$ cat config.mk
export PLATFORM = sky130hd
export DESIGN_NAME = gnn_aggregator
export DESIGN_NICKNAME = d
export VERILOG_FILES = /design/src/rtl/gnn_aggregator.sv
export SDC_FILE = /design/constraint.sdc
export NUM_CORES = 1
export LEC_CHECK = 0
export ABC_CLOCK_PERIOD_IN_PS = 6500
export CAP_MARGIN = 20
export CORE_ASPECT_RATIO = 1.75
export CORE_MARGIN = 2
export CORE_UTILIZATION = 45
export CTS_CLUSTER_SIZE = 25
export DETAILED_ROUTE_END_ITERATION = 7
export PLACE_DENSITY_LB_ADDON = 0.2
export SYNTH_ARGS = -nofsm -noshare
export SYNTH_HDL_FRONTEND = slang
export SYNTH_SLANG_ARGS = --single-unit
$ cat constraint.sdc
create_clock -name clk -period 6.5 [get_ports clk]
set_input_delay 0.975 -clock clk [delete_from_list [all_inputs] [get_ports clk]]
set_output_delay 0.975 -clock clk [all_outputs]
set_load 0.05 [all_outputs]
$ cat src/rtl/gnn_aggregator.sv
// Four-node GNN neighbourhood aggregator: collects one feature vector per node,
// sums them per destination under an adjacency mask, and emits saturated results.
module gnn_aggregator #(
  parameter int SELF_LOOP = 1
) (
  input  logic                clk,
  input  logic                rst_n,
  input  logic                flush,
  input  logic [15:0]         adj,
  input  logic                in_valid,
  output logic                in_ready,
  input  logic [1:0]          in_node,
  input  logic signed [12:0]  in_y4,
  input  logic signed [12:0]  in_y5,
  input  logic signed [12:0]  in_y6,
  input  logic signed [12:0]  in_y7,
  output logic                out_valid,
  input  logic                out_ready,
  output logic [1:0]          out_node,
  output logic signed [12:0]  y4_aggr,
  output logic signed [12:0]  y5_aggr,
  output logic signed [12:0]  y6_aggr,
  output logic signed [12:0]  y7_aggr,
  output logic                busy
);

  typedef enum logic [1:0] {COLLECT, ACCUM, EMIT} state_t;

  state_t             state_reg, state_next;
  logic [3:0]         mask_reg;
  logic [15:0]        adj_reg;
  logic [1:0]         src_reg;
  logic [1:0]         node_reg;
  logic signed [12:0] feat_reg [4][4];
  logic signed [12:0] in_vec   [4];
  logic signed [14:0] acc_all  [4][4];
  logic signed [12:0] y_sel    [4];
  logic               pass_done;

  assign in_vec[0] = in_y4;
  assign in_vec[1] = in_y5;
  assign in_vec[2] = in_y6;
  assign in_vec[3] = in_y7;

  assign in_ready  = (state_reg == COLLECT);
  assign out_valid = (state_reg == EMIT);
  assign busy      = (state_reg != COLLECT);
  assign out_node  = node_reg;
  assign pass_done = (state_reg == EMIT) && out_ready && (node_reg == 2'd3);

  function automatic logic signed [12:0] sat13(input logic signed [14:0] v);
    if (v > 15'sd4095)
      return 13'sd4095;
    else if (v < -15'sd4096)
      return -13'sd4096;
    else
      return v[12:0];
  endfunction

  always_comb begin
    state_next = state_reg;
    case (state_reg)
      COLLECT: if (mask_reg == 4'hF) state_next = ACCUM;
      ACCUM:   if (src_reg == 2'd3) state_next = EMIT;
      EMIT:    if (pass_done) state_next = COLLECT;
      default: state_next = COLLECT;
    endcase
    if (flush) state_next = COLLECT;
  end

  always_ff @(posedge clk or negedge rst_n) begin
    if (!rst_n) begin
      state_reg <= COLLECT;
      mask_reg  <= '0;
      adj_reg   <= '0;
      src_reg   <= '0;
      node_reg  <= '0;
    end else begin
      state_reg <= state_next;
      if (flush) begin
        mask_reg <= '0;
        src_reg  <= '0;
        node_reg <= '0;
      end else begin
        case (state_reg)
          COLLECT: begin
            if (in_valid) mask_reg <= mask_reg | (4'b0001 << in_node);
            // adjacency is frozen on the edge that enters ACCUM
            if (mask_reg == 4'hF) begin
              adj_reg <= adj;
              src_reg <= '0;
            end
          end
          ACCUM: src_reg <= src_reg + 2'd1;
          EMIT: begin
            if (out_ready) node_reg <= node_reg + 2'd1;
            if (pass_done) mask_reg <= '0;
          end
          default: ;
        endcase
      end
    end
  end

  // Feature slots need no reset: a pass only starts once every slot is rewritten.
  always_ff @(posedge clk) begin
    if (in_valid && in_ready && !flush) begin
      for (int f = 0; f < 4; f++) feat_reg[in_node][f] <= in_vec[f];
    end
  end

  for (genvar gi = 0; gi < 4; gi++) begin : g_dst
    logic [3:0] row;
    logic       hit;
    assign row = adj_reg[gi*4 +: 4];
    assign hit = row[src_reg] || ((SELF_LOOP != 0) && (src_reg == 2'(gi)));

    for (genvar gj = 0; gj < 4; gj++) begin : g_feat
      logic signed [14:0] acc_reg;
      logic signed [12:0] add_val;
      assign add_val = feat_reg[src_reg][gj];
      assign acc_all[gi][gj] = acc_reg;

      always_ff @(posedge clk or negedge rst_n) begin
        if (!rst_n)
          acc_reg <= '0;
        else if (flush || pass_done)
          acc_reg <= '0;
        else if (state_reg == ACCUM && hit)
          acc_reg <= acc_reg + $signed({{2{add_val[12]}}, add_val});
      end
    end
  end

  for (genvar gi = 0; gi < 4; gi++) begin : g_out
    assign y_sel[gi] = (state_reg == EMIT) ? sat13(acc_all[node_reg][gi]) : '0;
  end

  assign y4_aggr = y_sel[0];
  assign y5_aggr = y_sel[1];
  assign y6_aggr = y_sel[2];
  assign y7_aggr = y_sel[3];

endmodule

### Word-level counts from Yosys, hierarchy flattened

Memory sizes are Yosys's and may differ from the RTL's.
Cells that the tools add are included.

* flip-flop bits (word level): 266
* RAM bits: 208
* memories: 1

* add/sub/neg operators: 18
* order comparisons: 10
* eq/ne operators: 11
* shift operators: 1
* multiplexer cells: 72
* bitwise operators: 3
* reductions and logical operators: 30

Memories
* feat_reg: depth 4, width 52, read ports 1, clocked after memory_dff 0, write ports 1, line 34 `logic signed [12:0] feat_reg [4][4];`

Operators by type and width (number)
* two-way mux 15 bit: 32
* adder 15 x 13 -> 15 bit: 16
* two-way mux 13 bit: 12
* binary-select mux 60 bit (select 2 bit): 1
* two-way mux 60 bit: 2
* greater-than comparator 15 x 13 -> 1 bit (second input constant): 4
* less-than comparator 15 x 13 -> 1 bit (second input constant): 4
* two-way mux 2 bit: 9
* nonzero test 2 bit: 7
* two-way mux 4 bit: 3
* AND reduction 3 bit: 3
* binary-select mux 1 bit (select 2 bit): 4
* equality test 2 bit (second input constant): 4
* logical AND 1 bit: 8
* one-hot mux 4 bit (2 select lines): 1
* two-way mux 1 bit: 6
* != test 3 x 2 -> 1 bit (second input constant): 2
* != test 3 bit (second input constant): 2
* one-hot mux 2 bit (3 select lines): 1
* nonzero test 3 bit: 2
* logical OR 1 bit: 5
* adder 2 x 1 -> 2 bit (second input constant): 2
* equality test 2 x 1 -> 1 bit (second input constant): 2
* equality test 4 bit (second input constant): 1
* 10 further kinds: 12

### Longest topological paths before layout

Gate-level depths: netlist of the first run.

* depth after elaboration: 8
* mapped depth: 14
* depth with buffers taken out: 12

### Least setup slack after synthesis of the first run

OpenSTA, ideal clock, no wires.

* path kind: in2reg
* from: input flush
* to: memory feat_reg[1][0] (netlist name), enable pin
* setup time: 0.536 ns
* data arrival time: 5.223 ns
* required time: 5.964 ns
* setup slack: 0.741 ns
* cell stages on the path: 4
* path buffers: 1
* path through: clkbuf_1 > nor2_1 > nand2_1 > nor3b_1

* word-level cells in the longest chain between the ends: 4

Ends and longest elaborated chain
* from (decl): line 8 `input logic flush,`
* logical NOT 1 bit: line 107 `if (in_valid && in_ready && !flush) begin`
* logical AND 1 bit: line 107
* two-way mux 1 bit: line 107
* two-way mux 1 bit (not written as such): line 108 `for (int f = 0; f < 4; f++) feat_reg[in_node][f] <= in_vec[f];`
* to (decl): line 34

Every way passes these cells.

### Worst setup path after layout of the first run

* from: register node_reg[0] (netlist: out_node[0])
* to: output y6_aggr[11]

* word-level cells in the longest chain between the ends: 8
* elaborated cells between the ends (all ways): 9
* those cells by class: order compare (2); mux (6); bitwise (1)

Ends and longest elaborated chain
* from (decl): line 33 `logic [1:0] node_reg;`
* from (signal assigned): line 96 `if (out_ready) node_reg <= node_reg + 2'd1;`
* NOT 2 -> 3 bit (not written as such) (*): line 136 `assign y_sel[gi] = (state_reg == EMIT) ? sat13(acc_all[node_reg][gi]) : '0;`
* binary-select mux 60 bit (select 2 bit) (*): line 136
* two-way mux 60 bit (*) (2 in a row)
* less-than comparator 15 x 13 -> 1 bit: line 54 `else if (v < -15'sd4096)`
* two-way mux 13 bit: line 54
* two-way mux 13 bit (*): line 52 `if (v > 15'sd4095)`
* two-way mux 13 bit (*): line 136
* to (decl): line 22 `output logic signed [12:0] y6_aggr,`

Every way passes the cells marked *; elsewhere a longest branch is shown, timed or not. The select of a mux whose other input is x is not followed.

==> results.tsv, run 1 <==
metric	value	unit
Antenna diodes	0	
max-cap check violation count	0	
Final Max Slew Viols	0	
hold slack	0.350	ns
EDFF count, synth	208	
Worst IR Drop VDD	0.000255	V
clock latency on the worst-skew pair	0.60	ns
Vias	23075	
vias per cell	6.05	
start of the worst register-to-register path	src_reg[0]	
antenna violations before repair	0	
Post-synth top flop	dfrtp_1	
critical path peak fanout	49	
status	complete, no violations	
synthesized area	29700	um^2
final WL	86800	um
Die Wd	198	um
Iteration-0 DRC Markers	1465	
WL/cell	22.8	um
io pins	132	
Max Root-Sink Buffers	3	
total grt overflow	0	
Synth warnings	0	
GRT Resource Usage Total	0.256	
post-CTS setup repair buffer count	0	
Core Area	65300	um^2
Area growth syn-to-layout	13.0	%
Unique masters post-synth	69	
GPL Wtd Cong	0.938	
register area share after synthesis	0.435	
max reg flops	240	
CTS sink count	474	
largest net degree at the start of global routing	133	
Final nets	3214	
Rows	124	
die span in y	344	um
H-tree depth	2	
CP startpoint	out_node[0]	
ANT nets after route	0	
nature of the critical path endpoint	output port	
post-detail-place hpwl	63000	um
hold_buf cts	0	
Leak	13.5	nW
root buffer cell	clkbuf_16	
critical path launch point type	flip-flop	
fin cells	3812	
Setup CP Type	flip-flop to output port	
Mapped Nets	3116	
RSZ-0062 raised after global routing	false	
pwr dens	186	nW/um^2
#FFs+latches synth	474	
Worst Tran Pin Value	1.11	ns
first-pass GRT wire length	134000	um
fmax	184	MHz
final hold viol count	0	
Resize count post-CTS	0	
die area	68100	um^2
Pre-antenna DRT Iters	6	
Final setup viols	0	
CTS buffer count	46	
Clk pin slew, worst setup/hold paths	0.06	ns
Slew HR	0.255	
initial core utilization	0.454	
vias in the first global route	23793	
WP data arrival	4.47	ns
Port Buffers	131	
Setup TNS	0	ns
Avg Synthesized Cell Area	10.6	um^2
worst min path class	primary input to async pin	
CTS tree	yes	
DRC	0	
final period utilization	0.838	
min Tclk post-route	5.45	ns
Placed Cells	3727	
Syn Inst Count	2796	
layout cells sized above 1	0.0928	
Worst Path Required	5.52	ns
clock skew	0.0228	ns
post-synthesis async set-or-reset flop share	0.561	
power by group:
| group | leakage, nW | internal (mW) | total (mW) | switching (mW) |
|---|---|---|---|---|
| logic | 7.19 | 0.0921 | 0.269 | 0.177 |
| registers | 5.60 | 3.16 | 3.17 | 0.00689 |
| clock network | 0.738 | 1.58 | 2.81 | 1.23 |
worst paths after layout:
| path | endpoint | slack, ns | cells past startpoint |
|---|---|---|---|
| setup / recovery | y6_aggr[11] | 1.05 | 5 |
| hold / removal | g_dst[2].g_feat[1].acc_reg[1] | 0.35 | 1 |
| setup reg to reg | g_dst[0].g_feat[0].acc_reg[14] | 1.88 | 10 |
| hold reg to reg | mask_reg[3] | 0.49 | 1 |
| max in group asynchronous | src_reg[0] | 4.75 | 2 |
| min in group clk | mask_reg[3] | 0.49 | 1 |
synth_stat cells, drive strengths merged (12+ instances only):
library cell,count,area share
xor2,54,0.016
ha,229,0.097
o21bai,49,0.012
mux2,20,0.0076
or4,16,0.0040
nand3,49,0.0083
nor3,45,0.0076
buf,52,0.0087
a21oi,299,0.050
fa,16,0.011
nor2,172,0.022
mux2i,21,0.0071
nand4,14,0.0030
o31ai,12,0.0030
or3,20,0.0044
a22o,24,0.0071
o211ai,28,0.0071
nor2b,17,0.0036
edfxtp,208,0.21
a31oi,13,0.0027
o21a,34,0.0086
a211o,23,0.0068
mux4,112,0.085
nand2b,20,0.0042
inv,56,0.0071
dfrtp,266,0.22
a211oi,67,0.017
and3,15,0.0032
nand2,360,0.046
xnor2,87,0.026
o21ai,170,0.029
clkbuf,65,0.0082
a21o,64,0.016
layout make-up:
class	count	area [um^2]
fillers	5766	31800
multi-input cells	2149	16200
flip-flops and latches	474	12900
repair buffers	167	1600
clock buffers	62	1270
well taps	882	1100
clock inverters	22	256
inverters	56	210
layout by cell type, fill, tap and decap left out, drive strengths merged, types with 17 or more instances in the layout:
cell,count
edfxtp,208
nor2b,17
o21ai,170
buf,37
clkdlybuf4s50,130
o211ai,28
inv,59
a211o,23
or3,20
xnor2,87
o21a,34
a21o,64
o21bai,49
ha,229
nand2,360
nor3,45
dfrtp,266
nand2b,20
mux4,112
a21oi,299
nor2,172
a211oi,67
a22o,24
mux2i,21
clkbuf,62
mux2,20
nand3,49
xor2,54
worst max-delay path: stages (launching register included):
cell and delay [ns]:
dfrtp_4 1.07, buf_4 0.46, mux4_2 0.58, o21bai_1 0.79
a21oi_1 0.16, clkdlybuf4s50_1 0.76
metal layers:
metal | GRT usage | wire [um]
met1 | 0.295 | 33500
met2 | 0.467 | 45300
met3 | 0.0247 | 3300
met4 | 0.131 | 4670
met5 | 0 | 0
cell families (layout without fill, tap and decap cells):
group,after synthesis,in the layout,share of synthesized area
AOI/OAI and AO/OA,844,844,0.178
and+or+nand+nor,766,766,0.115
DFF,474,474,0.435
adders and majority gates,245,245,0.107
buffers and inverters,173,307,0.0240
muxes,153,153,0.0996
xor gates and xnor gates,141,141,0.0416
metrics by stage:
| stage | area, um^2 | total power [mW] | util | worst slack [ns] |
|---|---|---|---|---|
| 2_1_floorplan | 29700 | 3.35 | - | 0.741 |
| 3_3_place_gp | 32000 | 3.49 | 0.490 | 1.73 |
| 3_5_place_dp | 32000 | 3.50 | 0.490 | 1.60 |
| 4_1_cts | 33500 | 6.31 | 0.513 | 0.958 |
| 5_1_grt | 33500 | 6.43 | 0.514 | 0.785 |
| 6_report | 33500 | 6.25 | 0.514 | 1.05 |
Note: power is estimated with default switching activity, not from simulation.
==> inputs of run 2 (changes only) <==
--- a/config.mk
+++ b/config.mk
@@ -5,7 +5,7 @@
 export SDC_FILE = /design/constraint.sdc
 export NUM_CORES = 1
 export LEC_CHECK = 0
-export ABC_CLOCK_PERIOD_IN_PS = 6500
+export ABC_CLOCK_PERIOD_IN_PS = 5400
 export CAP_MARGIN = 20
 export CORE_ASPECT_RATIO = 1.75
 export CORE_MARGIN = 2
==> constraint.sdc (replaced) <==
create_clock -name clk -period 5.4 [get_ports clk]
set_input_delay 0.81 -clock clk [delete_from_list [all_inputs] [get_ports clk]]
set_output_delay 0.81 -clock clk [all_outputs]
set_load 0.05 [all_outputs]
==> results.tsv, run 2 (synthesized netlist as in run 1, its figures left out) <==
metric	value	unit
Setup CP Type	flip-flop to output port	
post-detail-place hpwl	63500	um
worst min path class	primary input to async pin	
Met1 Routed Length	33900	um
antenna violations before repair	0	
Max Root-Sink Buffers	3	
clock latency on the worst-skew pair	0.61	ns
combinational share of power	0.042	
Core Area	65300	um^2
Rows	124	
DR WL met3	4110	um
H-tree depth	2	
sw frac	0.228	
RSZ-0062 raised after global routing	false	
Iteration-0 DRC Markers	1571	
Resize count post-CTS	0	
clock share of power	0.463	
DRC	0	
P_int	5.95	mW
Placed Cells	3736	
Pre-antenna DRT Iters	5	
Worst Path Required	4.59	ns
post-CTS setup repair buffer count	0	
CTS sink count	474	
max reg flops	240	
max-cap check violation count	0	
CTS buffer count	47	
Flop pwr share	0.495	
total grt overflow	0	
Die Wd	198	um
critical path peak fanout	40	
layout cells sized above 1	0.0983	
Leak	13.6	nW
Slew HR	0.244	
GRT Resource Usage Total	0.261	
metal2 WL	45300	um
fmax	205	MHz
R2R depth	10	
vias per cell	6.08	
CP startpoint	out_node[0]	
GPL Wtd Cong	0.982	
root buffer cell	clkbuf_16	
hold_buf cts	0	
Worst IR Drop VDD	0.000280	V
CTS tree	yes	
Port Buffers	131	
first-pass GRT wire length	136000	um
pwr dens	228	nW/um^2
min Tclk post-route	4.87	ns
CP endpoint	y5_aggr[7]	
start of the worst register-to-register path	src_reg[0]	
fin cells	3823	
io pins	132	
nature of the critical path endpoint	output port	
Reg2Reg Setup Slack	0.90	ns
final hold viol count	0	
initial core utilization	0.454	
reg2reg end	g_dst[3].g_feat[2].acc_reg[14]	
ANT nets after route	0	
Switch Pwr	1.76	mW
most frequent cells in the layout	nand2_1 (360), a21oi_1 (299), dfrtp_1 (262)	
Setup TNS	0	ns
clock skew	0.0278	ns
Area growth syn-to-layout	13.7	%
largest net degree at the start of global routing	96	
final period utilization	0.902	
Vias	23248	
status	complete, no violations	
Final nets	3223	
vias in the first global route	24017	
WL/cell	23.0	um
WP data arrival	4.06	ns
final WL	87900	um
Clk pin slew, worst setup/hold paths	0.06	ns
Final Max Slew Viols	0	
commonest non-fill, non-tap cell in the layout	nand2_1	
top sig layer	met4	
die span in y	344	um
Final setup viols	0	
Worst Tran Pin Value	1.13	ns
critical path launch point type	flip-flop	
die area	68100	um^2
run 2: cell types whose count changed in the layout (fill, tap and decap cells not counted), sizes merged:
cell	delta
buf	+8
clkbuf	-5
clkinv	+4
bufinv	+2
clkinvlp	+1
diode	+1
run 2: worst max-delay path, cell delays in order, from the launching register on:
cell and delay [ns]:
dfrtp_4 1.00, buf_4 0.43, mux4_2 0.56, nand2_1 0.08
nand2_1 0.29, nand2_1 0.19, a21oi_1 0.09, clkdlybuf4s50_1 0.75
run 2: layer usage:
| layer | GRT usage | up-vias |
|---|---|---|
| li1 | - | 10735 |
| met1 | 0.308 | 11575 |
| met2 | 0.465 | 683 |
| met3 | 0.0316 | 255 |
| met4 | 0.132 | 0 |
| met5 | 0 | - |
run 2: per-stage QoR:
stage	util	cell area (um^2)	total power, mW	hold WS (ns)	setup slack (ns)
2_1_floorplan	-	29700	4.03	0.455	0.0980
3_3_place_gp	0.491	32100	4.21	0.472	0.968
3_5_place_dp	0.491	32100	4.22	0.480	0.893
4_1_cts	0.517	33700	7.77	0.260	0.426
5_1_grt	0.517	33700	7.93	0.297	0.283
6_report	0.517	33700	7.71	0.223	0.527
run 2: worst min path at each step:
stage,cells after the start,slack [ns],startpoint,endpoint
4_1_cts,1,0.26,rst_n,g_dst[3].g_feat[1].acc_reg[0]
3_5_place_dp,2,0.48,mask_reg[1],mask_reg[1]
2_1_floorplan,2,0.46,mask_reg[1],mask_reg[1]
3_3_place_gp,2,0.47,mask_reg[2],mask_reg[2]
6_report,1,0.22,rst_n,g_dst[3].g_feat[1].acc_reg[0]
5_1_grt,1,0.30,rst_n,g_dst[2].g_feat[1].acc_reg[0]
run 2: final cells by class:
type	instances	area (um^2)
clock buffers	57	1270
well taps	882	1100
diodes	1	2.50
flip-flops and latches	474	12900
multi-input cells	2149	16200
repair buffers	175	1680
fillers	5689	31600
inverters	56	210
clock inverters	29	367
run 2: power groups by stage:
stage | clock network, mW | registers [mW] | logic [mW]
6_report | 3.57 | 3.82 | 0.324
5_1_grt | 3.76 | 3.82 | 0.356
4_1_cts | 3.63 | 3.82 | 0.328
3_5_place_dp | 0 | 3.89 | 0.327
3_3_place_gp | 0 | 3.89 | 0.320
2_1_floorplan | 0 | 3.89 | 0.139
